## src/rtl/mips_multicycle_ctrl_pkg.sv

```systemverilog
// Shared encodings for the multicycle MIPS controller: opcodes, functs,
// ALU operation codes, FSM states and decoded instruction classes.
package mips_multicycle_ctrl_pkg;

    localparam logic [5:0] OP_RTYPE = 6'h00;
    localparam logic [5:0] OP_J     = 6'h02;
    localparam logic [5:0] OP_BEQ   = 6'h04;
    localparam logic [5:0] OP_ADDI  = 6'h08;
    localparam logic [5:0] OP_LW    = 6'h23;
    localparam logic [5:0] OP_SW    = 6'h2B;

    localparam logic [5:0] FN_ADD = 6'h20;
    localparam logic [5:0] FN_SUB = 6'h22;
    localparam logic [5:0] FN_AND = 6'h24;
    localparam logic [5:0] FN_OR  = 6'h25;
    localparam logic [5:0] FN_NOR = 6'h27;
    localparam logic [5:0] FN_SLT = 6'h2A;

    localparam logic [3:0] ALU_ADD = 4'b0010;
    localparam logic [3:0] ALU_SUB = 4'b0110;
    localparam logic [3:0] ALU_AND = 4'b0000;
    localparam logic [3:0] ALU_OR  = 4'b0001;
    localparam logic [3:0] ALU_NOR = 4'b1100;
    localparam logic [3:0] ALU_SLT = 4'b0111;

    typedef enum logic [2:0] {
        ST_IDLE,
        ST_DECODE,
        ST_EXEC,
        ST_MEM,
        ST_WB
    } state_e;

    typedef enum logic [2:0] {
        IC_RTYPE,
        IC_ADDI,
        IC_LW,
        IC_SW,
        IC_BEQ,
        IC_J,
        IC_ILLEGAL
    } iclass_e;

    function automatic logic [31:0] sign_ext16(input logic [15:0] v);
        return {{16{v[15]}}, v};
    endfunction

endpackage

```

## src/rtl/mips_multicycle_ctrl_alu_decode.sv

```systemverilog
// Combinational instruction decode: opcode/funct to ALU control, operand
// select and instruction class (IC_ILLEGAL for anything unsupported).
module mips_multicycle_ctrl_alu_decode
    import mips_multicycle_ctrl_pkg::*;
(
    input  logic [5:0] opcode,
    input  logic [5:0] funct,
    output logic [3:0] alu_op,
    output logic       alu_src,
    output iclass_e    iclass,
    output logic       legal
);

    always_comb begin
        alu_op  = ALU_ADD;
        alu_src = 1'b0;
        iclass  = IC_ILLEGAL;
        case (opcode)
            OP_RTYPE: begin
                iclass = IC_RTYPE;
                case (funct)
                    FN_ADD:  alu_op = ALU_ADD;
                    FN_SUB:  alu_op = ALU_SUB;
                    FN_AND:  alu_op = ALU_AND;
                    FN_OR:   alu_op = ALU_OR;
                    FN_NOR:  alu_op = ALU_NOR;
                    FN_SLT:  alu_op = ALU_SLT;
                    default: iclass = IC_ILLEGAL;
                endcase
            end
            OP_ADDI: begin
                iclass  = IC_ADDI;
                alu_src = 1'b1;
            end
            OP_LW: begin
                iclass  = IC_LW;
                alu_src = 1'b1;
            end
            OP_SW: begin
                iclass  = IC_SW;
                alu_src = 1'b1;
            end
            OP_BEQ: begin
                iclass = IC_BEQ;
                alu_op = ALU_SUB;
            end
            OP_J:    iclass = IC_J;
            default: iclass = IC_ILLEGAL;
        endcase
    end

    assign legal = (iclass != IC_ILLEGAL);

endmodule

```

## src/rtl/mips_multicycle_ctrl.sv

```systemverilog
// Multicycle MIPS sequencer: fetch handshake, decode, execute, data memory
// and register writeback around an external ALU and register file. Owns the PC.
module mips_multicycle_ctrl
    import mips_multicycle_ctrl_pkg::*;
#(
    parameter logic [31:0] PC_RESET    = 32'h0000_0000,
    parameter int          MEM_TIMEOUT = 16
) (
    input  logic        clk,
    input  logic        rst_n,
    input  logic        instr_valid,
    output logic        instr_ready,
    input  logic [31:0] instr,
    output logic [31:0] pc,
    output logic [4:0]  rs_addr,
    output logic [4:0]  rt_addr,
    input  logic [31:0] rs_data,
    input  logic [31:0] rt_data,
    output logic [3:0]  alu_op,
    output logic        alu_src,
    output logic [31:0] imm_ext,
    input  logic [31:0] alu_result,
    output logic        mem_req,
    output logic        mem_we,
    output logic [31:0] mem_addr,
    output logic [31:0] mem_wdata,
    input  logic        mem_ack,
    input  logic [31:0] mem_rdata,
    output logic        rf_we,
    output logic [4:0]  rf_waddr,
    output logic [31:0] rf_wdata,
    output logic        illegal_instr,
    output logic        bus_err
);

    localparam int                CNT_W    = $clog2(MEM_TIMEOUT + 1);
    localparam logic [CNT_W-1:0] CNT_LAST = CNT_W'(MEM_TIMEOUT - 1);

    state_e            state_q, state_d;
    logic [31:0]       pc_q, pc_d;
    logic [CNT_W-1:0]  cnt_q, cnt_d;
    logic [31:0]       ir_q, ir_d;
    logic [31:0]       aluout_q, aluout_d;
    logic [31:0]       b_q, b_d;
    logic [31:0]       mdr_q, mdr_d;

    logic [3:0]  dec_alu_op;
    logic        dec_alu_src;
    iclass_e     iclass;
    logic        dec_legal;
    logic [31:0] pc_plus4;
    logic [31:0] branch_target;

    mips_multicycle_ctrl_alu_decode u_alu_decode (
        .opcode  (ir_q[31:26]),
        .funct   (ir_q[5:0]),
        .alu_op  (dec_alu_op),
        .alu_src (dec_alu_src),
        .iclass  (iclass),
        .legal   (dec_legal)
    );

    assign imm_ext       = sign_ext16(ir_q[15:0]);
    assign pc_plus4      = pc_q + 32'd4;
    assign branch_target = pc_plus4 + {imm_ext[29:0], 2'b00};

    always_ff @(posedge clk) begin
        if (!rst_n) begin
            state_q <= ST_IDLE;
            pc_q    <= PC_RESET;
            cnt_q   <= '0;
        end else begin
            state_q <= state_d;
            pc_q    <= pc_d;
            cnt_q   <= cnt_d;
        end
    end

    // Datapath holding registers; only meaningful once the FSM has loaded them.
    always_ff @(posedge clk) begin
        ir_q     <= ir_d;
        aluout_q <= aluout_d;
        b_q      <= b_d;
        mdr_q    <= mdr_d;
    end

    always_comb begin
        state_d  = state_q;
        pc_d     = pc_q;
        cnt_d    = cnt_q;
        ir_d     = ir_q;
        aluout_d = aluout_q;
        b_d      = b_q;
        mdr_d    = mdr_q;
        case (state_q)
            ST_IDLE: begin
                cnt_d = '0;
                if (instr_valid) begin
                    ir_d    = instr;
                    state_d = ST_DECODE;
                end
            end
            ST_DECODE: begin
                case (iclass)
                    IC_J: begin
                        pc_d    = {pc_plus4[31:28], ir_q[25:0], 2'b00};
                        state_d = ST_IDLE;
                    end
                    IC_ILLEGAL: begin
                        pc_d    = pc_plus4;
                        state_d = ST_IDLE;
                    end
                    default: state_d = ST_EXEC;
                endcase
            end
            ST_EXEC: begin
                aluout_d = alu_result;
                b_d      = rt_data;
                case (iclass)
                    IC_BEQ: begin
                        pc_d    = (alu_result == 32'd0) ? branch_target : pc_plus4;
                        state_d = ST_IDLE;
                    end
                    IC_LW, IC_SW: begin
                        cnt_d   = '0;
                        state_d = ST_MEM;
                    end
                    default: state_d = ST_WB;
                endcase
            end
            ST_MEM: begin
                // An ack arriving on the final timeout cycle still completes the access.
                if (mem_ack) begin
                    if (iclass == IC_SW) begin
                        pc_d    = pc_plus4;
                        state_d = ST_IDLE;
                    end else begin
                        mdr_d   = mem_rdata;
                        state_d = ST_WB;
                    end
                end else if (cnt_q == CNT_LAST) begin
                    state_d = ST_IDLE;
                end else begin
                    cnt_d = cnt_q + CNT_W'(1);
                end
            end
            ST_WB: begin
                pc_d    = pc_plus4;
                state_d = ST_IDLE;
            end
            default: state_d = ST_IDLE;
        endcase
    end

    always_comb begin
        instr_ready   = (state_q == ST_IDLE);
        alu_op        = ALU_ADD;
        alu_src       = 1'b0;
        mem_req       = 1'b0;
        mem_we        = 1'b0;
        rf_we         = 1'b0;
        illegal_instr = 1'b0;
        bus_err       = 1'b0;
        rf_waddr      = (iclass == IC_RTYPE) ? ir_q[15:11] : ir_q[20:16];
        rf_wdata      = (iclass == IC_LW) ? mdr_q : aluout_q;
        case (state_q)
            ST_DECODE: begin
                alu_op        = dec_alu_op;
                alu_src       = dec_alu_src;
                illegal_instr = !dec_legal;
            end
            ST_EXEC: begin
                alu_op  = dec_alu_op;
                alu_src = dec_alu_src;
            end
            ST_MEM: begin
                mem_req = 1'b1;
                mem_we  = (iclass == IC_SW);
                bus_err = !mem_ack && (cnt_q == CNT_LAST);
            end
            ST_WB:   rf_we = (rf_waddr != 5'd0);
            default: ;
        endcase
    end

    assign pc        = pc_q;
    assign rs_addr   = ir_q[25:21];
    assign rt_addr   = ir_q[20:16];
    assign mem_addr  = aluout_q;
    assign mem_wdata = b_q;

endmodule

```

## config.mk

```make
export PLATFORM = sky130hd
export DESIGN_NAME = mips_multicycle_ctrl
export DESIGN_NICKNAME = d
export VERILOG_FILES = /design/src/rtl/mips_multicycle_ctrl_pkg.sv /design/src/rtl/mips_multicycle_ctrl_alu_decode.sv /design/src/rtl/mips_multicycle_ctrl.sv
export SDC_FILE = /design/constraint.sdc
export NUM_CORES = 1
export LEC_CHECK = 0
export ABC_AREA = 1
export BUFFER_PORTS_ARGS = -buffer_cell sky130_fd_sc_hd__buf_2
export CAP_MARGIN = 20
export CORE_MARGIN = 2
export CORE_UTILIZATION = 35
export CTS_CLUSTER_SIZE = 25
export DETAILED_ROUTE_END_ITERATION = 8
export HOLD_SLACK_MARGIN = 0.05
export SYNTH_ARGS = -nofsm -noshare
export SYNTH_HDL_FRONTEND = slang
export SYNTH_SLANG_ARGS = --single-unit
export TNS_END_PERCENT = 20
```

## constraint.sdc

```tcl
create_clock -name clk -period 5.1 [get_ports clk]
set_input_delay 0.255 -clock clk [delete_from_list [all_inputs] [get_ports clk]]
set_output_delay 0.255 -clock clk [all_outputs]
set_load 0.02 [all_outputs]
```

==> metrics.cfg, run 1 <==
[outcome]
outcome=finished clean

[route]
drt-wirelength-per-cell_um=17.6
final_antenna_net_count=0
drt_first_pass_iters=6
drc=0
num_vias=10300
via_per_inst=4.86
routed_wirelength_um=37500
drt_iter0_markers=862

[pwr]
p_switching_mw=1.32
p_sw_frac=0.344
pwr-share-clk=0.362
p_per_area_nw_per_um2=272
p_int_mw=2.51
combPwrFrac=0.224
vdd_drop_max_v=0.000211
power.total_mw=3.83
power_leakage_nw=6.65
pwr-share-seq=0.413

[floorplanning]
fp.coreArea_um2=29600
die_h_um=177
initial_utilization=0.355
die-area_um2=31300
die_x_um=177
rows=63
ioPinCount=350

[final_layout]
multi_input_area_um2=4780
drive_above_1_share=0.246
final_cell_mix=360 x nand2_1, 315 x buf_2, 168 x inv_1
post-route-util=0.477
instances_no_fill=2128
final_nets=1926
syn_to_final_growth_pct=34.5
final_common_cell=nand2_1
register_area_um2=4600
fill_cells=2869
fin_area_um2=14100
antenna_cells=0

[critical_path]
crit_path_end_kind=flip-flop
start_kind=flip-flop
worstPathMaxFanout=5
crit_family=simple AND/OR/NAND/NOR gates
critPathSlowestCell=xor2_1
cp.arrival_ns=3.79
crit_type=reg2reg
rrSetupSlack_ns=1.62
r2r-start=pc[2]$_SDFFE_PN0P_
cpMostUsedCell=nand2_1
rr_endpoint=pc[30]$_SDFFE_PN0P_
slowest_delay_ns=0.41
crit_chain=ha_1 > nand3_2 > nor2_2 > nand4_1 > nor2_1 > xor2_1 > ha_1 > nand2_1 > inv_1 > nand2_1 > nand2_1 > nand2_1 > nand3_1 > a21oi_1 > nand2_1 > nand2_1 > nand3_1 > nand2_1 > a21oi_1
crit_path_start=pc[2]$_SDFFE_PN0P_
critPathBufInv=1
required_ns=5.41
rr_worst_depth=19

[clock_network]
cts_setup_buffers=0
clock_sinks=166
htreeDepth=4
root_buffer=clkbuf_16
cts_tree=done
clockBufferDepth=2
numCtsBuffers=17
clk_latency_ns=0.45
clkTransAtPathRegs_ns=0.09

[sta]
clock.fmax_mhz=288
fin_crit_sh=0.682
max-slew-margin-rel=0.357
finalClockSkew_ns=0.0192
rsz0062_at_grt=false
timing.final.ws_setup_ns=1.62
tightest_slew_ns=0.964
hold_violations=0
maxSlewViolCount=0
setup_tns_ns=0
worst_hold_slack_ns=0.0585
min_period_ns=3.48
finalSetupViolCount=0

[min_path]
min_to=mem_addr[31]$_DFFE_PP_
hold_start=alu_result[31]
min_path_cells=1
hp-class=in2reg

[global_route]
grt_max_degree=65
grt_pass1_vias=9769
overflow=0
antenna_found_initial=1
grt_pass1_wl_um=54900
grt_usage=0.233

[logic_synthesis]
ys_seq_elements=166
synthAdderAreaFrac=0.0449
syn_area_per_cell_um2=7.94
synth_compound_area_frac=0.0780
synth_top_family_by_area=simple AND/OR/NAND/NOR gates
yosysWarnings=0
synthMuxAreaShare=0.0344
yosys.area_share.simple=0.281
synthDistinctLibCells=48
synth_ff_type=edfxtp_1
synth-async-reset-ratio=0
ys_seq_area_frac=0.439
synth-edff-count=128
synth-xor-area-share=0.0159
syn-cell-area_um2=10500
syn_inst=1320

[flow_run]
cap_viol_max_count=0

[placed_design]
dp_slack_ns=1.67
placed_cells=1967
dp.final_hpwl_um=28100
gp_congestion=0.960
place_area_um2=12100
io_buffers=315

-- metal layers --
layer | part of all wire | track usage
met5 | 0.00024 | 0
met4 | 0.017 | 0.0589
met3 | 0.073 | 0.0382
met2 | 0.49 | 0.414
met1 | 0.42 | 0.292
-- flip-flops by register name, indices dropped and copies added (netlist names) --
| signal | flops |
|---|---|
| ir_q | 32 |
| mem_addr | 32 |
| state_q | 3 |
| mdr_q | 32 |
| mem_wdata | 32 |
| cnt_q | 5 |
| pc | 30 |
-- logic make-up (layout without fill, tap and decap cells) --
group | Yosys count | count (layout)
flops | 166 | 166
compound gates | 147 | 147
simple gates | 679 | 679
xor+xnor | 19 | 19
buf+inv | 239 | 656
mux | 32 | 32
other cells | 1 | 2
fa+ha+maj | 37 | 37
-- power by group through the flow --
stage / clock [mW] / combinational (mW) / sequential, mW
global route: 1.46 / 0.953 / 1.59
detailed placement: 0 / 0.762 / 1.61
finish: 1.39 / 0.859 / 1.59
CTS: 1.41 / 0.846 / 1.58
floorplan: 0 / 0.514 / 1.62
global placement: 0 / 0.753 / 1.61
-- what timing repair did --
item,CTS,global route
hold buffers,126,1
gates resized for setup,0,0
setup endpoints to repair,0,0
hold endpoints to repair,126,1
-- worst reg2reg max path, stage by stage, from the launching register on --
cell,delay (ns)
dfxtp_1,0.40
ha_1,0.36
nand3_2,0.19
nor2_2,0.19
nand4_1,0.16
nor2_1,0.15
xor2_1,0.41
ha_1,0.38
nand2_1,0.17
inv_1,0.06
nand2_1,0.06
nand2_1,0.07
nand2_1,0.07
nand3_1,0.11
a21oi_1,0.20
nand2_1,0.07
nand2_1,0.06
nand3_1,0.09
nand2_1,0.09
a21oi_1,0.05
-- Yosys cell counts, types with 2 or more instances --
library cell | n | share of area
a21boi_0 | 3 | 0.0021
a21o_1 | 4 | 0.0029
a21oi_1 | 66 | 0.032
and2_1 | 2 | 0.0012
buf_2 | 6 | 0.0029
buf_4 | 46 | 0.033
buf_6 | 5 | 0.0054
clkbuf_1 | 5 | 0.0018
dfxtp_1 | 38 | 0.073
edfxtp_1 | 128 | 0.37
ha_1 | 36 | 0.043
inv_1 | 168 | 0.060
inv_2 | 7 | 0.0025
mux2_2 | 32 | 0.034
nand2_1 | 360 | 0.13
nand2_2 | 6 | 0.0036
nand2_4 | 3 | 0.0032
nand3_1 | 71 | 0.034
nand3_2 | 2 | 0.0019
nand3b_1 | 6 | 0.0043
nand4_1 | 25 | 0.015
nand4_2 | 2 | 0.0024
nor2_1 | 161 | 0.058
nor2_2 | 7 | 0.0042
nor2_4 | 4 | 0.0043
nor3_1 | 18 | 0.0086
nor3_4 | 2 | 0.0031
nor4_1 | 2 | 0.0012
o211ai_1 | 8 | 0.0057
o21ai_0 | 33 | 0.016
o21ai_1 | 21 | 0.010
o21bai_1 | 7 | 0.0050
or2_2 | 4 | 0.0024
xor2_1 | 18 | 0.015
-- worst max path at each step --
| stage | end | slack (ns) | depth (start not counted) |
|---|---|---|---|
| finish | pc[30]$_SDFFE_PN0P_ | 1.62 | 19 |
| floorplan | alu_op[0] | 1.47 | 7 |
| detailed placement | pc[30]$_SDFFE_PN0P_ | 1.67 | 19 |
| global route | pc[30]$_SDFFE_PN0P_ | 1.28 | 19 |
| CTS | pc[30]$_SDFFE_PN0P_ | 1.66 | 19 |
| global placement | pc[30]$_SDFFE_PN0P_ | 1.71 | 19 |
-- area by class of cell --
cell class	instances	share of cell area
Multi-Input combinational cell	916	0.339
Timing Repair Buffer	447	0.208
Inverter	177	0.0473
Tap cell	390	0.0346
Sequential cell	166	0.327
Clock inverter	15	0.0146
Clock buffer	17	0.0302
Power figures use the tool's default switching activity.
==> run 2: changes to the inputs <==
==> constraint.sdc (replaced) <==
create_clock -name clk -period 3.3 [get_ports clk]
set_input_delay 0.165 -clock clk [delete_from_list [all_inputs] [get_ports clk]]
set_output_delay 0.165 -clock clk [all_outputs]
set_load 0.02 [all_outputs]
==> run 2 against run 1 <==
First-iteration DRC count is 6.8% lower. Final cell count up 1.5%. Clock power rose by 52%. Non-clock buffer count is 31 higher. Die area stayed put. Maximum frequency rose by 12%. Critical path depth increased by 1. Cell area increased by 2.4%. Hold slack improved by 0.071 ns. Sequential power grew 54%. Critical path type unchanged. Critical endpoint is now pc[28]$_SDFFE_PN0P_.
==> metrics.cfg, run 2 (synthesized netlist as in run 1, its figures left out) <==
[outcome]
outcome=finished clean

[route]
drt_iter0_markers=803
final_antenna_net_count=0
top_layer_used=met5
drt-wirelength-per-cell_um=17.8
via_per_inst=4.90
wl_met3_um=2990
drc=0
drt_first_pass_iters=6
wl_met2_um=18700
num_vias=10600
routed_wirelength_um=38400
wirelength_met1_um=15800

[final_layout]
register_area_um2=4620
final_common_cell=nand2_1
syn_to_final_growth_pct=37.7
final_nets=1957
antenna_cells=0
final_cell_mix=354 x nand2_1, 315 x buf_2, 168 x inv_1
instances_no_fill=2159
fin_area_um2=14400
drive_above_1_share=0.281
fill_cells=2880
multi_input_area_um2=4920

[sta]
finalClockSkew_ns=0.0216
clock.fmax_mhz=322
fin_crit_sh=0.940
rsz0062_at_grt=true
tightest_slew_ns=0.890
finalSetupViolCount=0
min_period_ns=3.10
timing.final.ws_setup_ns=0.196
max-slew-margin-rel=0.407
hold_violations=0
maxSlewViolCount=0

[placed_design]
gp_congestion=0.959
io_buffers=315
placed_cells=1999
dp_slack_ns=0.0362
dp.final_hpwl_um=28600
place_area_um2=12400

[critical_path]
rr_worst_depth=20
crit_path_end_kind=flip-flop
start_kind=flip-flop
r2r-start=pc[3]$_SDFFE_PN0P_
cpMostUsedCell=nand2_1
required_ns=3.61
slowest_delay_ns=0.36
crit_family=simple AND/OR/NAND/NOR gates
rrSetupSlack_ns=0.20
crit_chain=ha_2 > nand3_2 > nor2_4 > nand4_1 > buf_4 > xor2_1 > inv_1 > ha_2 > nand2_2 > inv_1 > nand2_1 > nand3_1 > nand2_1 > nand2_1 > a21oi_1 > nand2_1 > nand2_1 > nand3_1 > nand2_1 > a21oi_1
crit_type=reg2reg
cp.arrival_ns=3.41
critPathBufInv=3
worstPathMaxFanout=5
critPathSlowestCell=dfxtp_2
rr_endpoint=pc[28]$_SDFFE_PN0P_

[global_route]
grt_usage=0.241
antenna_found_initial=1
grt_pass1_wl_um=57000
overflow=0
grt_pass1_vias=10300
grt_max_degree=65

[floorplanning]
die_h_um=177
die_x_um=177
die-area_um2=31300
ioPinCount=350
fp.coreArea_um2=29600
rows=63
initial_utilization=0.355

[clock_network]
numCtsBuffers=17
root_buffer=clkbuf_16
clkTransAtPathRegs_ns=0.09
clk_latency_ns=0.44
clockBufferDepth=2
cts_tree=done
cts_setup_buffers=0
htreeDepth=4
clock_sinks=166

[pwr]
p_per_area_nw_per_um2=415
pwr-share-clk=0.352
power.total_mw=5.99
pwr-share-seq=0.409
combPwrFrac=0.239
power_leakage_nw=6.79
vdd_drop_max_v=0.000288
p_switching_mw=2.06
p_int_mw=3.93
p_sw_frac=0.344

[flow_run]
cap_viol_max_count=0

[min_path]
hp-class=in2reg
min_path_cells=4
min_to=state_q[0]$_SDFFE_PN0P_
hold_start=mem_ack

## run 2: changes by cell type in the layout (fill, tap and decap cells not counted), moves of 6 or more
cell | before | now
dfxtp_1 | 38 | 25
nand2_1 | 360 | 354
dfxtp_2 | 0 | 12
nand2_2 | 6 | 12
buf_4 | 3 | 35
## run 2: power groups by stage
stage | Combinational, mW | Clock (mW) | Sequential, mW
5_1_grt | 1.58 | 2.22 | 2.46
4_1_cts | 1.38 | 2.17 | 2.44
3_3_place_gp | 1.24 | 0 | 2.49
2_1_floorplan | 0.795 | 0 | 2.51
6_report | 1.43 | 2.11 | 2.45
3_5_place_dp | 1.25 | 0 | 2.49
## run 2: what timing repair did
action | in CTS | in global routing
pin swaps | 0 | 2
hold buffers | 128 | 0
resized for setup | 1 | 42
hold endpoints to repair | 128 | 0
endpoints found under the setup margin | 1 | 18
## run 2: worst max path at each step
stage,end,start,slack [ns],cells past startpoint
after global placement,pc[12]$_SDFFE_PN0P_,pc[2]$_SDFFE_PN0P_,0.05,19
after CTS,pc[28]$_SDFFE_PN0P_,pc[3]$_SDFFE_PN0P_,0.1,17
final,pc[28]$_SDFFE_PN0P_,pc[3]$_SDFFE_PN0P_,0.20,20
after floorplan,alu_op[0],state_q[1]$_SDFFE_PN0P_,-0.02,7
after global routing,pc[30]$_SDFFE_PN0P_,pc[3]$_SDFFE_PN0P_,-0.01,18
after detailed placement,pc[12]$_SDFFE_PN0P_,pc[3]$_SDFFE_PN0P_,0.04,22
## run 2: area by class of cell
cell class | count | share of cell area
Clock inverter | 15 | 0.0134
Inverter | 177 | 0.0462
Multi-Input combinational cell | 916 | 0.341
Tap cell | 390 | 0.0338
Sequential cell | 166 | 0.320
Clock buffer | 17 | 0.0295
Timing Repair Buffer | 478 | 0.216
## run 2: metal layers
metal	vias to the layer above	global-route usage
met5	-	0
met4	2	0.0771
met3	57	0.0481
met2	446	0.422
met1	4920	0.295
li1	5154	-
## run 2: worst register-to-register path: stages, from the launching register on
cell and delay (ns):
dfxtp_2 0.36, ha_2 0.20, nand3_2 0.16, nor2_4 0.16, nand4_1 0.13, buf_4 0.16
xor2_1 0.14, inv_1 0.16, ha_2 0.35, nand2_2 0.15, inv_1 0.06, nand2_1 0.07
nand3_1 0.11, nand2_1 0.09, nand2_1 0.08, a21oi_1 0.17, nand2_1 0.07, nand2_1 0.06
nand3_1 0.12, nand2_1 0.11, a21oi_1 0.06
## run 2: stage by stage
stage	TNS [ns]	hold slack, ns	util
floorplan	-0.0154	0.264	-
global placement	0	0.341	0.419
detailed placement	0	0.343	0.419
CTS	0	0.0937	0.484
global route	-0.0160	0.171	0.488
finish	0	0.129	0.488
